`config.mk`:
```
export PLATFORM = sky130hd
export DESIGN_NAME = muldiv_sequencer_flat
export DESIGN_NICKNAME = d
export VERILOG_FILES = /design/src/rtl/muldiv_sequencer_if.sv /design/src/rtl/muldiv_sequencer.sv /design/src/flat_wrapper.sv
export SDC_FILE = /design/constraint.sdc
export NUM_CORES = 1
export LEC_CHECK = 0
export CAP_MARGIN = 15
export CORE_UTILIZATION = 55
export CTS_CLUSTER_SIZE = 20
export DETAILED_ROUTE_END_ITERATION = 8
export PLACE_DENSITY = 0.74
export SYNTH_ARGS = -nofsm -noshare
export SYNTH_HDL_FRONTEND = slang
export SYNTH_SLANG_ARGS = --single-unit
```
`constraint.sdc`:
```
create_clock -name clk -period 4.03 [get_ports clk]
set_input_delay 0.403 -clock clk [delete_from_list [all_inputs] [get_ports clk]]
set_output_delay 0.403 -clock clk [all_outputs]
set_load 0.01 [all_outputs]
```
`src/rtl/muldiv_sequencer_if.sv`:
```
// Handshake and operand/result bundle between the execute stage and the
// iterative RV32M multiply/divide sequencer.
interface muldiv_sequencer_if #(
    parameter int XLEN = 32
);
    logic            start;
    logic [2:0]      funct3;
    logic [XLEN-1:0] op_a;
    logic [XLEN-1:0] op_b;
    logic            flush;
    logic            stall;
    logic            busy;
    logic            done;
    logic [XLEN-1:0] result;

    modport master (
        output start, funct3, op_a, op_b, flush,
        input  stall, busy, done, result
    );

    modport slave (
        input  start, funct3, op_a, op_b, flush,
        output stall, busy, done, result
    );
endinterface

```
`src/rtl/muldiv_sequencer.sv`:
```
// Iterative RV32M multiply/divide unit: one shift-add or restoring
// shift-subtract step per cycle, sign handling around the magnitude core.
module muldiv_sequencer #(
    parameter int XLEN = 32
) (
    input logic               clk,
    input logic               rst_n,
    muldiv_sequencer_if.slave bus
);
    localparam int CW = $clog2(XLEN);

    typedef enum logic [2:0] {IDLE, PREP, CALC, FIX, DONE} state_t;

    state_t            state;
    state_t            state_next;
    logic [2:0]        op;
    logic [XLEN-1:0]   a;
    logic [XLEN-1:0]   b;
    logic              sign_a;
    logic              sign_b;
    logic [XLEN-1:0]   mag_a;
    logic [XLEN-1:0]   mag_b;
    logic [2*XLEN-1:0] acc;
    logic [CW-1:0]     cnt;
    logic [XLEN-1:0]   result;

    function automatic logic [XLEN-1:0] cond_neg(input logic [XLEN-1:0] v, input logic neg);
        return neg ? (~v + 1'b1) : v;
    endfunction

    function automatic logic [2*XLEN-1:0] cond_neg_wide(input logic [2*XLEN-1:0] v, input logic neg);
        return neg ? (~v + 1'b1) : v;
    endfunction

    logic            launch;
    logic            last_step;
    logic            a_signed;
    logic            b_signed;
    logic            div_zero;
    logic            div_ovf;
    logic            special;
    logic [XLEN-1:0] special_val;

    assign launch    = (state == IDLE) && bus.start && !bus.flush;
    assign last_step = (cnt == CW'(XLEN - 1));
    assign a_signed  = (op == 3'b001) || (op == 3'b010) || (op == 3'b100) || (op == 3'b110);
    assign b_signed  = (op == 3'b001) || (op == 3'b100) || (op == 3'b110);
    assign div_zero  = op[2] && (b == '0);
    assign div_ovf   = ((op == 3'b100) || (op == 3'b110)) &&
                       (a == {1'b1, {(XLEN-1){1'b0}}}) && (b == '1);
    assign special   = div_zero || div_ovf;
    // Divide by zero keeps the dividend for REM; overflow yields the dividend for DIV.
    assign special_val = div_zero ? (op[1] ? a : '1) : (op[1] ? '0 : a);

    // Multiply step: low half holds the remaining multiplier bits, high half the partial sum.
    logic [XLEN:0]     mul_sum;
    logic [2*XLEN-1:0] mul_step;
    logic [XLEN:0]     div_trial;
    logic [2*XLEN-1:0] div_step;

    assign mul_sum   = {1'b0, acc[2*XLEN-1:XLEN]} + (acc[0] ? {1'b0, mag_a} : '0);
    assign mul_step  = {mul_sum, acc[XLEN-1:1]};
    assign div_trial = acc[2*XLEN-1:XLEN-1] - {1'b0, mag_b};
    assign div_step  = div_trial[XLEN] ? {acc[2*XLEN-2:0], 1'b0}
                                       : {div_trial[XLEN-1:0], acc[XLEN-2:0], 1'b1};

    logic [2*XLEN-1:0] prod;
    logic [XLEN-1:0]   fix_val;

    always_comb begin
        prod    = cond_neg_wide(acc, sign_a ^ sign_b);
        fix_val = '0;
        if (!op[2])
            fix_val = (op[1:0] == 2'b00) ? prod[XLEN-1:0] : prod[2*XLEN-1:XLEN];
        else if (op[1])
            fix_val = cond_neg(acc[2*XLEN-1:XLEN], sign_a);
        else
            fix_val = cond_neg(acc[XLEN-1:0], sign_a ^ sign_b);
    end

    always_ff @(posedge clk or negedge rst_n) begin
        if (!rst_n) state <= IDLE;
        else        state <= state_next;
    end

    always_comb begin
        state_next = state;
        case (state)
            IDLE:    if (launch) state_next = PREP;
            PREP:    state_next = special ? DONE : CALC;
            CALC:    if (last_step) state_next = FIX;
            FIX:     state_next = DONE;
            DONE:    state_next = IDLE;
            default: state_next = IDLE;
        endcase
        if (bus.flush && (state != IDLE))
            state_next = IDLE;
    end

    always_ff @(posedge clk or negedge rst_n) begin
        if (!rst_n) begin
            op     <= '0;
            a      <= '0;
            b      <= '0;
            sign_a <= 1'b0;
            sign_b <= 1'b0;
            mag_a  <= '0;
            mag_b  <= '0;
            acc    <= '0;
            cnt    <= '0;
            result <= '0;
        end else begin
            case (state)
                IDLE: begin
                    if (launch) begin
                        op <= bus.funct3;
                        a  <= bus.op_a;
                        b  <= bus.op_b;
                    end
                end
                PREP: begin
                    sign_a <= a_signed && a[XLEN-1];
                    sign_b <= b_signed && b[XLEN-1];
                    mag_a  <= cond_neg(a, a_signed && a[XLEN-1]);
                    mag_b  <= cond_neg(b, b_signed && b[XLEN-1]);
                    acc    <= {{XLEN{1'b0}},
                               op[2] ? cond_neg(a, a_signed && a[XLEN-1])
                                     : cond_neg(b, b_signed && b[XLEN-1])};
                    cnt    <= '0;
                    if (special && !bus.flush)
                        result <= special_val;
                end
                CALC: begin
                    acc <= op[2] ? div_step : mul_step;
                    if (!last_step)
                        cnt <= cnt + 1'b1;
                end
                FIX: begin
                    if (!bus.flush)
                        result <= fix_val;
                end
                default: ;
            endcase
        end
    end

    assign bus.busy   = (state == PREP) || (state == CALC) || (state == FIX);
    assign bus.stall  = bus.busy || launch;
    assign bus.done   = (state == DONE);
    assign bus.result = result;
endmodule

```
`src/flat_wrapper.sv`:
```
// flat-port wrapper written by rule: the top's interface ports become plain ports
module muldiv_sequencer_flat 
#(
    parameter int XLEN = 32
)
  (clk, rst_n, bus_start, bus_funct3, bus_op_a, bus_op_b, bus_flush, bus_stall, bus_busy, bus_done, bus_result);
  muldiv_sequencer_if #(.XLEN(XLEN)) bus_i ();
  input logic clk;
  input logic rst_n;
  input wire logic [$bits(bus_i.start)-1:0] bus_start;
  input wire logic [$bits(bus_i.funct3)-1:0] bus_funct3;
  input wire logic [$bits(bus_i.op_a)-1:0] bus_op_a;
  input wire logic [$bits(bus_i.op_b)-1:0] bus_op_b;
  input wire logic [$bits(bus_i.flush)-1:0] bus_flush;
  output wire logic [$bits(bus_i.stall)-1:0] bus_stall;
  output wire logic [$bits(bus_i.busy)-1:0] bus_busy;
  output wire logic [$bits(bus_i.done)-1:0] bus_done;
  output wire logic [$bits(bus_i.result)-1:0] bus_result;
  assign bus_i.start = bus_start;
  assign bus_i.funct3 = bus_funct3;
  assign bus_i.op_a = bus_op_a;
  assign bus_i.op_b = bus_op_b;
  assign bus_i.flush = bus_flush;
  assign bus_stall = bus_i.stall;
  assign bus_busy = bus_i.busy;
  assign bus_done = bus_i.done;
  assign bus_result = bus_i.result;
  muldiv_sequencer #(.XLEN(XLEN)) u_core (.clk(clk), .rst_n(rst_n), .bus(bus_i));
endmodule
```
==> results.ini, run 1 <==
[critical_path]
cp.required_ns = 4.48
reg2reg_setup_slack_ns = 0.38
path_delay_family = compound AO/OA/AOI/OAI gates
worstRegToRegCells = 13
critical_path.max_stage_delay_ns = 0.53
critPathArrivalTime_ns = 4.10
start_kind = register
path_common_cell = a21oi_1
critPathCaptureType = register
crit_chain = inv_1, fa_1, nand2b_1, a21oi_1, o211ai_1, nand3_1, nand2_1, o311ai_0, or2_2, buf_4, mux2i_1, a21oi_1, a22o_1
critPathMaxFanout = 7
crit_type = reg -> reg
cp_num_buf_inv = 2
reg2reg_from = u_core.acc[32]
timing.rr.end = u_core.acc[48]
slowest_stage = o311ai_0

[cts]
clockBufferDepth = 3
clk_pin_slew_ns = 0.06
tritoncts = built
clock_tree.root_cell = clkbuf_16
clock-sinks = 237
numCtsBuffers = 28
clk_latency_ns = 0.60
cts_max_level = 1

[die]
core_um2 = 32800
die_area_um2 = 34400
io_pins = 106
dieHeight_um = 185
initial_core_util_pct = 56.4
die_x_um = 185
num_rows = 66

[timing]
clock.fmax_mhz = 274
fin_skew_ns = 0.0503
setup_viol = 0
slew_viol_final = 0
max_slew_margin_pct = 30.4
rsz0062_at_grt = false
fin_tns_setup_ns = 0
fin_crit_ns = 3.65
period_share_pct = 90.6
tightest_slew_ns = 1.04
hold_violations = 0

[grt]
grt_overflow = 0
grt_max_degree = 111
antenna_found_initial = 0
grt_usage_pct = 39.9
grt_pass1_vias = 17100
grt_first_pass_wirelength_um = 102000

[pwr]
power_density_nw_per_um2 = 857
total_power_uw = 18000
leakage_uw = 0.00897
vdd_ir_drop_max_v = 0.000470

[yosys]
synth-seq-cells = 237
syn_avg_cell_area_um2 = 8.07
synth-warning-count = 0
synth.distinct_cells = 79
synth_cells = 2292
async_flop_share_pct = 100
synth_edf_count = 0
yosysSeqAreaShare_pct = 32.1
netlist_area_um2 = 18500
synth_flop_cell = dfrtp_1
synth.net_count = 2436

[finish]
nets = 2462
drive_gt1_share_pct = 9.53
n_antenna_cell = 0
syn_to_final_growth_pct = 13.4

[outcome]
status = completed

[drt]
vias_per_cell = 6.55
drt_iter0_drc = 2152
drcViolationCount = 0
ant_nets = 0
wl_per_cell_um = 24.5
postRouteWirelength_um = 68000
first_pass_iters = 7
vias = 18200

[worst_hold_path]
hold_class = in -> reg
hold-path-endpoint = u_core.op[1]
hold_depth = 2
min_from = bus_funct3[1]

[placement]
dp_hpwl_um = 51400
gp_congestion = 1.01
io_buffer_count = 105

[run]
max_cap_violations = 0

==> sequential cells by signal, indices dropped and copies added, names as in the netlist, 3 cells and up <==
| register | cells |
|---|---|
| u_core.mag_a | 32 |
| u_core.bus.result | 32 |
| u_core.a | 32 |
| u_core.state | 3 |
| u_core.op | 3 |
| u_core.b | 32 |
| u_core.mag_b | 32 |
| u_core.cnt | 5 |
| u_core.acc | 64 |
==> cells in the final DEF (no fill, tap or decap), types with 10 or more instances in the layout <==
master	count
xor2_1	88
clkdlybuf4s50_1	104
mux2_2	70
nor2_1	172
o31ai_1	18
nand3_1	32
mux2i_1	48
a31oi_1	20
nor4_1	23
a21oi_1	182
xnor2_1	93
a21o_1	30
clkbuf_16	28
and2_1	40
nand2_1	297
ha_1	71
inv_1	62
and3_1	13
dfrtp_1	236
a22oi_1	17
or3_1	10
o221ai_1	47
o21ai_0	219
nor2b_1	13
nand4_1	24
buf_4	64
nand2b_1	30
nor3_1	58
a211oi_1	13
o211ai_1	18
==> how the worst max path moves through the flow <==
stage	startpoint	slack, ns	to	cells past startpoint
2_1_floorplan	u_core.acc[0]	0.56	u_core.acc[63]	16
3_3_place_gp	u_core.acc[0]	0.57	u_core.acc[63]	14
3_5_place_dp	u_core.acc[32]	0.50	u_core.acc[56]	12
4_1_cts	u_core.acc[32]	0.40	u_core.acc[48]	13
5_1_grt	u_core.acc[0]	0.10	u_core.acc[63]	14
6_report	u_core.acc[32]	0.38	u_core.acc[48]	13
==> cell usage after synthesis, types with 7 or more instances <==
library cell,count,share of area [%]
a211oi_1,13,0.53
a21o_1,30,1.2
a21oi_1,182,4.9
a221o_1,8,0.43
a22oi_1,17,0.69
a31oi_1,20,0.68
and2_1,40,1.4
and3_1,13,0.44
buf_1,18,0.37
buf_2,9,0.24
clkbuf_1,147,3.0
dfrtp_1,237,32
ha_1,71,4.8
inv_1,62,1.3
mux2_2,70,4.3
mux2i_1,48,2.6
nand2_1,297,6.0
nand2b_1,30,1.0
nand3_1,33,0.89
nand4_1,24,0.81
nor2_1,174,3.5
nor2b_1,13,0.44
nor3_1,58,1.6
nor3b_1,9,0.37
nor4_1,23,0.78
o211ai_1,18,0.73
o21ai_0,219,5.9
o21ai_1,9,0.24
o21bai_1,9,0.37
o221ai_1,47,2.2
o22ai_1,9,0.30
o31ai_1,18,0.73
o41ai_1,7,0.33
or2_2,8,0.27
or3_1,10,0.34
or4_1,9,0.37
xnor2_1,94,4.5
xor2_1,89,4.2
==> metal layers <==
metal,part of all wire (%),GRT usage (%),up-vias
li1,-,-,8255
met1,40,53.1,8767
met2,44,59.5,1011
met3,11,10.5,190
met4,5.7,20.0,0
met5,0,0,-
==> worst reg2reg max path, stage by stage (launching register included) <==
cell and delay (ns):
dfrtp_1 0.45, inv_1 0.12, fa_1 0.44, nand2b_1 0.19, a21oi_1 0.24, o211ai_1 0.22, nand3_1 0.16, nand2_1 0.12
o311ai_0 0.53, or2_2 0.33, buf_4 0.22, mux2i_1 0.20, a21oi_1 0.08, a22o_1 0.19
==> layout make-up <==
cell class	count	area, um2
Tap cell	442	553
Inverter	63	236
Timing Repair Buffer	173	1610
Fill cell	2875	11800
Sequential cell	237	5930
Clock buffer	38	788
Multi-Input combinational cell	1815	11700
Clock inverter	13	176
==> stage by stage <==
step	worst slack, ns	hold WS (ns)	util, %	instances	instance area, um2
floorplan	0.561	0.107	-	2292	18500
global placement	0.570	0.458	60.9	2728	20000
detailed placement	0.503	0.467	60.9	2728	20000
CTS	0.400	0.391	63.9	2780	20900
global route	0.105	0.417	63.9	2781	21000
finish	0.381	0.410	63.9	2781	21000
==> report_power, final <==
group / leakage, uW / internal, uW / total (uW) / switching (uW)
sequential: 0.00297 / 3220 / 4540 / 1320
clock: 0.000477 / 1570 / 2660 / 1090
combinational: 0.00553 / 4130 / 10800 / 6630
total: 0.00897 / 8920 / 18000 / 9050
==> kinds of logic after synthesis <==
logic type      synth area share (%)
compound gates                  22.3
xor+xnor                        8.67
fa+ha+maj                       5.02
buf+inv                         5.01
flops                           32.1
mux                             6.86
simple gates                    20.1
==> what timing repair did <==
| action | CTS | global route |
|---|---|---|
| endpoints found under the hold margin | 108 | 0 |
| buffers inserted | 0 | 0 |
| gates resized for setup | 0 | 0 |
| hold buffers | 1 | 0 |
Power figures use the tool's default switching activity.
==> run 2: changes to the inputs <==
CORE_ASPECT_RATIO = 1.25   (was default)
==> results.ini, run 2 (synthesized netlist as in run 1, its figures left out) <==
[drt]
drt_iter0_drc = 1967  ; -8.6%
ant_nets = 0  ; unchanged
wl_per_cell_um = 24.3  ; -0.62%
vias = 18000  ; -1.5%
postRouteWirelength_um = 67400  ; -0.84%
vias_per_cell = 6.47  ; -1.3%
drcViolationCount = 0  ; unchanged
first_pass_iters = 6  ; -1

[cts]
numCtsBuffers = 26  ; -7.1%
cts_hold_buf = 1  ; unchanged
cts_max_level = 1  ; unchanged
clock_tree.root_cell = clkbuf_16
postCtsSetupBuffers = 0  ; unchanged
clk_latency_ns = 0.57  ; -0.03 ns
clk_pin_slew_ns = 0.06  ; about the same
clockBufferDepth = 3  ; unchanged
tritoncts = built
clock-sinks = 237  ; unchanged
ctsResizeCount = 0  ; unchanged

[timing]
fin_skew_ns = 0.0185  ; -0.0318 ns
clock.fmax_mhz = 269  ; -2.0%
period_share_pct = 92.4  ; +1.8 points
setup_viol = 0  ; unchanged
fin_tns_setup_ns = 0  ; unchanged
hold_violations = 0  ; unchanged
whs_ns = 0.403  ; -0.00633 ns
slew_viol_final = 0  ; unchanged
max_slew_margin_pct = 38.9  ; +8.6 points
fin_crit_ns = 3.72  ; +0.0745 ns
tightest_slew_ns = 0.916  ; -0.125 ns
rsz0062_at_grt = false

[finish]
drive_gt1_share_pct = 10.2  ; +0.69 points
syn_to_final_growth_pct = 14.2
n_antenna_cell = 0  ; unchanged
finalCoreUtilization_pct = 64.2  ; +0.28 points
final_cell_mix = nand2_1 (297), dfrtp_1 (236), o21ai_0 (219)
multi_input_area_um2 = 11700  ; unchanged
regMostFlops = u_core.acc
largest_reg_flops = 64  ; unchanged
nFillCells = 2828  ; -1.6%
fin_area_um2 = 21100  ; +0.69%
nets = 2481  ; +0.77%
ff_latch_area_um2 = 5930  ; unchanged
layout_commonest_cell = nand2_1

[critical_path]
critPathArrivalTime_ns = 4.19  ; +0.09 ns
critPathMaxFanout = 7  ; unchanged
critPathCaptureType = register
crit_type = reg -> reg
cp.required_ns = 4.49  ; about the same
start_kind = register

[worst_hold_path]
hold_class = in -> async

[die]
core_um2 = 32900  ; +0.26%
die_x_um = 166  ; -10%
num_rows = 74  ; +12%
io_pins = 106  ; unchanged
die_area_um2 = 34400  ; about the same
initial_core_util_pct = 56.2  ; -0.15 points
dieHeight_um = 207  ; +12%

[grt]
antenna_found_initial = 1  ; +1
grt_overflow = 0  ; unchanged
grt_usage_pct = 39.2  ; -0.68 points
grt_first_pass_wirelength_um = 103000  ; +0.38%
grt_max_degree = 97  ; -13%
grt_pass1_vias = 17000  ; -0.52%

[pwr]
leakage_uw = 0.00907  ; +1.1%
power_density_nw_per_um2 = 847  ; -1.2%
vdd_ir_drop_max_v = 0.000470  ; about the same
total_power_uw = 17900  ; -0.49%

[placement]
gp_congestion = 1.01  ; -0.66%
dp_hpwl_um = 51700  ; +0.60%
placed_area_um2 = 20100  ; +0.74%
io_buffer_count = 105  ; unchanged

[run]
max_cap_violations = 0  ; unchanged

[outcome]
status = completed

## run 2: where the power goes
group | internal, uW | leakage (uW) | total (uW) | switching, uW
clock network | 1730 | 0.000479 | 2760 | 1040
registers | 3220 | 0.00297 | 4540 | 1320
logic | 4190 | 0.00562 | 10600 | 6400
total | 9130 | 0.00907 | 17900 | 8750
## run 2: layout make-up
class / instances / share of cell area (%)
Multi-Input combinational cell: 1815 / 55.3
Sequential cell: 237 / 28.1
Timing Repair Buffer: 194 / 8.36
Clock buffer: 35 / 3.49
Tap cell: 418 / 2.48
Clock inverter: 13 / 1.17
Inverter: 63 / 1.12
## run 2: through the flow
step	worst slack [ns]	std cells
2_1_floorplan	0.561	2292
3_5_place_dp	0.355	2726
6_report	0.306	2775
4_1_cts	0.327	2775
3_3_place_gp	0.442	2726
5_1_grt	0.0587	2775
## run 2: worst max-delay path: stages, from the launching register on
cell and delay, ns:
dfrtp_1 0.41, and2_1 0.15, ha_1 0.18, inv_1 0.07, fa_1 0.38, nand2b_1 0.19, a21oi_1 0.21, nor4b_1 0.11
o21ai_0 0.35, a31oi_1 0.15, buf_4 0.17, o21a_1 0.24, o21ai_0 0.27, a31oi_1 0.19, o31a_1 0.32, a311oi_1 0.22
## run 2: final timing paths
path	startpoint	endpoint	slack, ns	depth (start not counted)
max	u_core.acc[0]	u_core.acc[63]	0.31	15
min	rst_n	u_core.b[2]	0.40	2
max reg2reg	u_core.acc[0]	u_core.acc[63]	0.31	15
min reg2reg	u_core.mag_a[30]	u_core.mag_a[30]	0.48	2
max in group asynchronous	rst_n	u_core.mag_b[30]	2.69	3
min in group clk	bus_op_a[15]	u_core.a[15]	0.44	2
## run 2: per-layer routing
metal	vias up	global-route usage, %	part of all wire (%)
li1	8269	-	-
met1	8646	49.6	39
met2	869	64.2	46
met3	168	6.50	8.7
met4	2	21.9	5.9
met5	-	0	0.019
